==> src/rtl/outpkt_checksum_ivl_pkg.sv <==
`default_nettype none
// ============================================================================
// Module      : outpkt_checksum_ivl_pkg
// Description : Shared encodings, widths and helpers for the output-packet
//               checksum inserter.
// Revision    : 1.0 - initial release
// ============================================================================
package outpkt_checksum_ivl_pkg;

    localparam int C_WORD_W          = 16;
    localparam int C_CK_W            = 32;
    localparam int C_DEF_HDR_LEN     = 10;
    localparam int C_DEF_CK_INTERVAL = 448;

    // Main FSM encoding
    localparam logic [1:0] S_INPUT = 2'd0;   // pass words through
    localparam logic [1:0] S_FOLD  = 2'd1;   // add pending odd word
    localparam logic [1:0] S_CK_LO = 2'd2;   // emit ~acc[15:0]
    localparam logic [1:0] S_CK_HI = 2'd3;   // emit ~acc[31:16]

    typedef enum logic {
        SEC_HEADER = 1'b0,
        SEC_DATA   = 1'b1
    } sec_t;

    // Counter width able to hold max(header, interval)/2 words
    function automatic int cnt_width(input int hdr_len, input int interval);
        int max_words;
        max_words = ((hdr_len > interval) ? hdr_len : interval) / 2;
        return (max_words < 1) ? 1 : $clog2(max_words + 1);
    endfunction

endpackage
`default_nettype wire

==> src/rtl/outpkt_checksum_ivl_if.sv <==
`default_nettype none
// ============================================================================
// Module      : outpkt_checksum_ivl_if
// Description : Word-stream handshake bundle of the checksum inserter: input
//               FWFT write side, output FWFT read side and error flag.
// Revision    : 1.0 - initial release
// ============================================================================
interface outpkt_checksum_ivl_if;
    import outpkt_checksum_ivl_pkg::*;

    logic [C_WORD_W-1:0] din;
    logic                pkt_new;
    logic                pkt_end;
    logic                wr_en;
    logic                full;
    logic [C_WORD_W-1:0] dout;
    logic                pkt_end_out;
    logic                rd_en;
    logic                empty;
    logic                err;

    modport master (
        output din, pkt_new, pkt_end, wr_en, rd_en,
        input  full, dout, pkt_end_out, empty, err
    );

    modport slave (
        input  din, pkt_new, pkt_end, wr_en, rd_en,
        output full, dout, pkt_end_out, empty, err
    );

endinterface
`default_nettype wire

==> src/rtl/outpkt_checksum_ivl_pkt_word_reg.sv <==
`default_nettype none
// ============================================================================
// Module      : pkt_word_reg
// Description : One-deep word register with valid flag. A load wins over an
//               unload in the same cycle, so a read-plus-write stays full.
// Revision    : 1.0 - initial release
// ============================================================================
module pkt_word_reg
    import outpkt_checksum_ivl_pkg::*;
#(
    parameter int WIDTH = C_WORD_W + 1
) (
    input  wire logic             CLK,
    input  wire logic             RESET_N,
    input  wire logic             i_load,
    input  wire logic [WIDTH-1:0] i_data,
    input  wire logic             i_unload,
    output logic      [WIDTH-1:0] o_data,
    output logic                  o_valid
);

    logic [WIDTH-1:0] r_data;
    logic             r_valid;

    // Capture a word on load, drop the valid flag when it is consumed
    always_ff @(posedge CLK) begin
        if (!RESET_N) begin
            r_data  <= '0;
            r_valid <= 1'b0;
        end else if (i_load) begin
            r_data  <= i_data;
            r_valid <= 1'b1;
        end else if (i_unload) begin
            r_valid <= 1'b0;
        end
    end

    assign o_data  = r_data;
    assign o_valid = r_valid;

endmodule
`default_nettype wire

==> src/rtl/outpkt_checksum_ivl.sv <==
`default_nettype none
// ============================================================================
// Module      : outpkt_checksum_ivl
// Description : Passes a 16-bit packet word stream through and inserts a
//               32-bit inverted additive checksum after the header, after
//               every CHECKSUM_INTERVAL data bytes and after the last word.
// Revision    : 1.0 - initial release
// ============================================================================
module outpkt_checksum_ivl
    import outpkt_checksum_ivl_pkg::*;
#(
    parameter int PKT_HEADER_LEN    = C_DEF_HDR_LEN,
    parameter int CHECKSUM_INTERVAL = C_DEF_CK_INTERVAL
) (
    input  wire logic             CLK,
    input  wire logic             RESET_N,
    outpkt_checksum_ivl_if.slave  bus
);

    localparam int                 C_CNT_W     = cnt_width(PKT_HEADER_LEN, CHECKSUM_INTERVAL);
    localparam logic [C_CNT_W-1:0] C_HDR_WORDS = C_CNT_W'(PKT_HEADER_LEN / 2);
    localparam logic [C_CNT_W-1:0] C_INT_WORDS = C_CNT_W'(CHECKSUM_INTERVAL / 2);
    localparam int                 C_IN_W      = C_WORD_W + 2;
    localparam int                 C_OUT_W     = C_WORD_W + 1;

    logic [1:0]          r_state;
    sec_t                r_sec;
    logic [C_CNT_W-1:0]  r_cnt;
    logic [C_CK_W-1:0]   r_acc;
    logic [C_WORD_W-1:0] r_lo;
    logic                r_pair;
    logic                r_last;
    logic                r_err;

    logic [C_IN_W-1:0]   w_in_q;
    logic                w_in_valid;
    logic                w_in_load;
    logic [C_WORD_W-1:0] w_in_word;
    logic                w_in_new;
    logic                w_in_end;
    logic [C_OUT_W-1:0]  w_out_q;
    logic                w_out_valid;
    logic                w_out_free;
    logic                w_out_load;
    logic [C_OUT_W-1:0]  w_out_data;
    logic                w_fwd;
    logic                w_full;
    logic [C_CNT_W-1:0]  w_cnt_nxt;
    logic                w_bnd;
    logic                w_word_err;

    assign w_in_word = w_in_q[C_WORD_W-1:0];
    assign w_in_end  = w_in_q[C_WORD_W];
    assign w_in_new  = w_in_q[C_WORD_W+1];

    // Output register can take a word when empty or being read this cycle
    assign w_out_free = !w_out_valid || bus.rd_en;
    assign w_fwd      = (r_state == S_INPUT) && w_in_valid && w_out_free;
    assign w_full     = w_in_valid && !((r_state == S_INPUT) && w_out_free);
    assign w_in_load  = bus.wr_en && !w_full;

    assign w_cnt_nxt  = r_cnt + C_CNT_W'(1);

    // Boundary after the word currently being forwarded
    assign w_bnd = (r_sec == SEC_HEADER) ? (w_cnt_nxt == C_HDR_WORDS)
                 : (w_in_end || ((CHECKSUM_INTERVAL != 0) && (w_cnt_nxt == C_INT_WORDS)));

    // Framing violations on the forwarded word
    assign w_word_err = (r_sec == SEC_HEADER)
                      ? ((w_in_new != (r_cnt == '0)) || w_in_end)
                      : w_in_new;

    pkt_word_reg #(.WIDTH(C_IN_W)) u_in_reg (
        .CLK      (CLK),
        .RESET_N  (RESET_N),
        .i_load   (w_in_load),
        .i_data   ({bus.pkt_new, bus.pkt_end, bus.din}),
        .i_unload (w_fwd),
        .o_data   (w_in_q),
        .o_valid  (w_in_valid)
    );

    // Select what the output register receives: passthrough or checksum half
    always_comb begin
        w_out_load = 1'b0;
        w_out_data = '0;
        case (r_state)
            S_INPUT: begin
                w_out_load = w_fwd;
                w_out_data = {1'b0, w_in_word};
            end
            S_CK_LO: begin
                w_out_load = w_out_free;
                w_out_data = {1'b0, ~r_acc[C_WORD_W-1:0]};
            end
            S_CK_HI: begin
                w_out_load = w_out_free;
                w_out_data = {r_last, ~r_acc[C_CK_W-1:C_WORD_W]};
            end
            default: begin
                w_out_load = 1'b0;
                w_out_data = '0;
            end
        endcase
    end

    pkt_word_reg #(.WIDTH(C_OUT_W)) u_out_reg (
        .CLK      (CLK),
        .RESET_N  (RESET_N),
        .i_load   (w_out_load),
        .i_data   (w_out_data),
        .i_unload (bus.rd_en),
        .o_data   (w_out_q),
        .o_valid  (w_out_valid)
    );

    // Sequencer: pair/accumulate forwarded words, detect boundaries, emit checksum
    always_ff @(posedge CLK) begin
        if (!RESET_N) begin
            r_state <= S_INPUT;
            r_sec   <= SEC_HEADER;
            r_cnt   <= '0;
            r_acc   <= '0;
            r_lo    <= '0;
            r_pair  <= 1'b0;
            r_last  <= 1'b0;
            r_err   <= 1'b0;
        end else begin
            case (r_state)
                S_INPUT: begin
                    if (w_fwd) begin
                        if (w_word_err) begin
                            r_err <= 1'b1;
                        end
                        // pkt_new always opens a fresh pair
                        if (r_pair && !w_in_new) begin
                            r_acc  <= r_acc + {w_in_word, r_lo};
                            r_pair <= 1'b0;
                        end else begin
                            r_lo   <= w_in_word;
                            r_pair <= 1'b1;
                        end
                        r_cnt <= w_cnt_nxt;
                        if (w_bnd) begin
                            r_last  <= (r_sec == SEC_DATA) && w_in_end;
                            r_state <= (w_in_new || !r_pair) ? S_FOLD : S_CK_LO;
                        end
                    end
                end
                S_FOLD: begin
                    r_acc   <= r_acc + {{(C_CK_W-C_WORD_W){1'b0}}, r_lo};
                    r_pair  <= 1'b0;
                    r_state <= S_CK_LO;
                end
                S_CK_LO: begin
                    if (w_out_free) begin
                        r_state <= S_CK_HI;
                    end
                end
                S_CK_HI: begin
                    if (w_out_free) begin
                        r_acc   <= '0;
                        r_pair  <= 1'b0;
                        r_cnt   <= '0;
                        r_last  <= 1'b0;
                        r_sec   <= (r_sec == SEC_HEADER) ? SEC_DATA
                                 : (r_last ? SEC_HEADER : SEC_DATA);
                        r_state <= S_INPUT;
                    end
                end
                default: begin
                    r_state <= S_INPUT;
                end
            endcase
        end
    end

    assign bus.full        = w_full;
    assign bus.dout        = w_out_q[C_WORD_W-1:0];
    assign bus.pkt_end_out = w_out_q[C_WORD_W];
    assign bus.empty       = !w_out_valid;
    assign bus.err         = r_err;

endmodule
`default_nettype wire

==> src/flat_wrapper.sv <==
// flat-port wrapper written by rule: the top's interface ports become plain ports
module outpkt_checksum_ivl_flat import outpkt_checksum_ivl_pkg::*;
#(
    parameter int PKT_HEADER_LEN    = C_DEF_HDR_LEN,
    parameter int CHECKSUM_INTERVAL = C_DEF_CK_INTERVAL
)
  (CLK, RESET_N, bus_din, bus_pkt_new, bus_pkt_end, bus_wr_en, bus_rd_en, bus_full, bus_dout, bus_pkt_end_out, bus_empty, bus_err);
  outpkt_checksum_ivl_if bus_i ();
  input  wire logic CLK;
  input  wire logic RESET_N;
  input wire logic [$bits(bus_i.din)-1:0] bus_din;
  input wire logic [$bits(bus_i.pkt_new)-1:0] bus_pkt_new;
  input wire logic [$bits(bus_i.pkt_end)-1:0] bus_pkt_end;
  input wire logic [$bits(bus_i.wr_en)-1:0] bus_wr_en;
  input wire logic [$bits(bus_i.rd_en)-1:0] bus_rd_en;
  output wire logic [$bits(bus_i.full)-1:0] bus_full;
  output wire logic [$bits(bus_i.dout)-1:0] bus_dout;
  output wire logic [$bits(bus_i.pkt_end_out)-1:0] bus_pkt_end_out;
  output wire logic [$bits(bus_i.empty)-1:0] bus_empty;
  output wire logic [$bits(bus_i.err)-1:0] bus_err;
  assign bus_i.din = bus_din;
  assign bus_i.pkt_new = bus_pkt_new;
  assign bus_i.pkt_end = bus_pkt_end;
  assign bus_i.wr_en = bus_wr_en;
  assign bus_i.rd_en = bus_rd_en;
  assign bus_full = bus_i.full;
  assign bus_dout = bus_i.dout;
  assign bus_pkt_end_out = bus_i.pkt_end_out;
  assign bus_empty = bus_i.empty;
  assign bus_err = bus_i.err;
  outpkt_checksum_ivl #(.PKT_HEADER_LEN(PKT_HEADER_LEN), .CHECKSUM_INTERVAL(CHECKSUM_INTERVAL)) u_core (.CLK(CLK), .RESET_N(RESET_N), .bus(bus_i));
endmodule
==> config.mk <==
export PLATFORM = sky130hd
export DESIGN_NAME = outpkt_checksum_ivl_flat
export DESIGN_NICKNAME = d
export VERILOG_FILES = /design/src/rtl/outpkt_checksum_ivl_pkg.sv /design/src/rtl/outpkt_checksum_ivl_if.sv /design/src/rtl/outpkt_checksum_ivl_pkt_word_reg.sv /design/src/rtl/outpkt_checksum_ivl.sv /design/src/flat_wrapper.sv
export SDC_FILE = /design/constraint.sdc
export NUM_CORES = 1
export LEC_CHECK = 0
export ABC_AREA = 0
export CAP_MARGIN = 30
export CORE_ASPECT_RATIO = 1.2
export CORE_UTILIZATION = 54
export DETAILED_ROUTE_END_ITERATION = 10
export GPL_TIMING_DRIVEN = 0
export PLACE_DENSITY = 0.84
export SYNTH_ARGS = -nofsm -noshare
export SYNTH_HDL_FRONTEND = slang
export SYNTH_HIERARCHICAL = 1
export SYNTH_SLANG_ARGS = --single-unit
==> constraint.sdc <==
create_clock -name CLK -period 2.4 [get_ports CLK]
set_input_delay 0.36 -clock CLK [delete_from_list [all_inputs] [get_ports CLK]]
set_output_delay 0.36 -clock CLK [all_outputs]
set_load 0.01 [all_outputs]
==> impl_metrics.env <==
export IMPL_grt_pass1_wl_um=29340
export IMPL_syn_area_per_cell_um2=8.212
export IMPL_worst_setup_path_type="flip-flop to flip-flop"
export IMPL_wl_um=19490
export IMPL_finClkSkew_ps=4.769
export IMPL_cp_slowest_cell="a311oi_4"
export IMPL_relSlewSlack=0.5502
export IMPL_worstPathArrival_ps=2750
export IMPL_ir_drop_v=0.0003938
export IMPL_gp_congestion=0.9381
export IMPL_drc=0
export IMPL_p_per_area_nw_per_um2=495.4
export IMPL_synth_flop_cell="dfxtp_1"
export IMPL_ys_ff_latch=99
export IMPL_power_switching_mw=1.024
export IMPL_synth_edf_count=0
export IMPL_first_pass_iters=8
export IMPL_yosysUniqueCellTypes=65
export IMPL_hpwl_um=12680
export IMPL_finalHoldViolCount=0
export IMPL_critical_path_max_stage_delay_ps=390
export IMPL_p_leak_nw=2.953
export IMPL_synth_nets=802
export IMPL_internal_power_mw=2.833
export IMPL_io_buffers=41
export IMPL_p_total_mw=3.857
export IMPL_crit_chain="ha_4, nand4_1, nor3_2, o211ai_1, buf_4, a311oi_4, o21ai_4, o2111a_1, a221o_1"
export IMPL_ios=42
export IMPL_die_h_um=118.4
export IMPL_routedWlPerCell_um=20.41
export IMPL_finalSetupTns_ps=-302.1
export IMPL_violations="negative setup slack"
export IMPL_switching_share=0.2655
export IMPL_dp_cells=915
export IMPL_period_needed_ps=2512
export IMPL_drive_gt1_frac=0.1944
export IMPL_cp_required_ps=2640
export IMPL_die_area_um2=11710
export IMPL_status="complete, but fails checks"
export IMPL_syn_area_um2=6093
export IMPL_timing_fmax_ghz=0.3981
export IMPL_crit_buf_inv=1
export IMPL_reg2reg_from="u_core/r_acc[8]$_SDFFE_PN0P_"
export IMPL_grt_max_degree=21
export IMPL_cap_violations=0
export IMPL_setup_ws_ps=-112.0
export IMPL_hp_class="input pin to flip-flop"
export IMPL_layout_cells_non_filler=955
export IMPL_hold_buffers=0
export IMPL_synth_cells=742
export IMPL_diodes=0
export IMPL_cts_root_buf="clkbuf_16"
export IMPL_grt_pass1_vias=5901
export IMPL_ys_seq_area_frac=0.3253
export IMPL_cp_startpoint="u_core/r_acc[8]$_SDFFE_PN0P_"
export IMPL_cts_max_level=3
export IMPL_power_frac_comb=0.147
export IMPL_grt_remaining_overflow=0
export IMPL_vias_per_cell=6.479
export IMPL_pre_cts_slack_ps=-484.5
export IMPL_cts_tree="built"
export IMPL_seq_power_share=0.455
export IMPL_setup_viol=4
export IMPL_yosysTopAreaCellShare=0.3253
export IMPL_clockPowerShare=0.397
export IMPL_drt_iter0_drc=697
export IMPL_antenna_found_initial=0
export IMPL_final_core_util=0.7088
export IMPL_min_from="bus_rd_en"
export IMPL_tightest_slew_ps=674.7
export IMPL_start_util=0.5548
export IMPL_yosys_top_cells_area="dfxtp_1 (33%), ha_1 (7.6%), mux2i_1 (6.2%), nor2b_1 (5.9%), a21oi_1 (5.3%)"
export IMPL_cp_start_kind="flip-flop"
export IMPL_crit_path_end_kind="flip-flop"
export IMPL_ant_nets=0
export IMPL_coreArea_um2=10980
export IMPL_synthTopCellsByCount="dfxtp_1 (99), nand2_1 (70), a21oi_1 (64)"
export IMPL_numClockSinks=99
export IMPL_grt_usage=0.3202
export IMPL_slew_violations=0
export IMPL_synth_top_area_cell="dfxtp_1"
export IMPL_placed_area_um2=6679
export IMPL_yosys_warnings=6
export IMPL_vias=6187
export IMPL_worst_hold_slack_ps=404.3
export IMPL_syn_to_final_growth_pct=27.76
export IMPL_die_w_um=98.97
export IMPL_fin_nets=878
export IMPL_async_reset_ff_frac=0
export IMPL_path_clk_slew_ps=70
export IMPL_critPathTopFamily="compound AO/OA/AOI/OAI gates"
export IMPL_rows=42
export IMPL_clock_latency_ps=350
export IMPL_timing_final_crit_share=1.047
export IMPL_crit_fanout=6
export IMPL_cts_buffers=9
export IMPL_finish_instance_area_um2=7785
export IMPL_ctsLongestPathBuffers=2
export IMPL_rsz0062_at_grt="true"
export IMPL_synth_most_common_cell="dfxtp_1"
flip-flops by register name, indices dropped and copies added (netlist names):
name	flops
u_core/r_sec	1
u_core/u_in_reg/o_data	18
u_core/bus.err	1
u_core/r_acc	32
u_core/r_last	1
u_core/r_pair	1
u_core/u_in_reg/o_valid	1
u_core/r_state	2
u_core/r_cnt	8
u_core/u_out_reg/o_valid	1
u_core/r_lo	16
u_core/u_out_reg/o_data	17
worst paths after layout:
check / to / slack, ps / depth (start not counted)
worst min register to register: u_core/r_lo[4]$_SDFFE_PN0P_ / 460 / 2
worst min-delay path: u_core/u_out_reg/o_valid$_SDFFE_PN0P_ / 400 / 3
worst max register to register: u_core/r_acc[29]$_SDFFE_PN0P_ / -110 / 9
worst max-delay path: u_core/r_acc[29]$_SDFFE_PN0P_ / -110 / 9
per-layer routing:
metal | vias to the layer above | wire, um | global-route usage
li1 | 2802 | - | -
met1 | 2865 | 7164 | 0.3697
met2 | 396 | 9373 | 0.5411
met3 | 124 | 1586 | 0.06505
met4 | 0 | 1370 | 0.1931
met5 | - | 0 | 0
what timing repair did:
action                     in CTS  in global routing
gates resized for setup        73                 83
pin swaps                      17                 38
setup endpoints to repair      48                 44
buffers inserted               15                 10
power by group through the flow:
stage | registers, mW | logic, mW | clock network, mW
CTS | 1.75 | 0.509 | 1.54
finish | 1.76 | 0.568 | 1.53
floorplan | 1.77 | 0.324 | 0
global placement | 1.78 | 0.470 | 0
detailed placement | 1.79 | 0.481 | 0
global route | 1.76 | 0.605 | 1.62
area by class of cell:
cell class              instances  area [um^2]
multi-input cells             557         4244
fillers                       740         3198
flip-flops and latches         99         2009
repair buffers                 66        618.1
clock buffers                  12        256.5
plain buffers                  37        256.5
inverters                      48        180.2
well taps                     132        165.2
clock inverters                 4        55.05
cells in the final DEF, fill, tap and decap left out, types with 17 or more instances in the layout:
cell type and count:
o21ai_0 26, mux2i_1 38, nor2b_1 47, a21oi_1 48
nor2_1 59, ha_4 20, nand2_1 68, clkbuf_1 17
buf_4 22, clkdlybuf4s50_1 39, inv_1 46, dfxtp_1 83
worst reg2reg max path: stages (launching register included):
cell and delay [ps]:
dfxtp_1 360, ha_4 310, nand4_1 150, nor3_2 210, o211ai_1 130, buf_4 190, a311oi_4 400, o21ai_4 140
o2111a_1 260, a221o_1 250
cell families (layout without fill, tap and decap cells):
| family | count (synthesis) | count (layout) | share of synthesized area |
|---|---|---|---|
| adders and majority gates | 38 | 38 | 0.07926 |
| AOI/OAI and AO/OA | 206 | 206 | 0.2246 |
| muxes | 39 | 39 | 0.06427 |
| xor gates and xnor gates | 26 | 26 | 0.03737 |
| buffers and inverters | 86 | 167 | 0.06406 |
| and+or+nand+nor | 248 | 248 | 0.2051 |
| DFF | 99 | 99 | 0.3253 |
No activity file was read; power rests on OpenSTA's default activity.
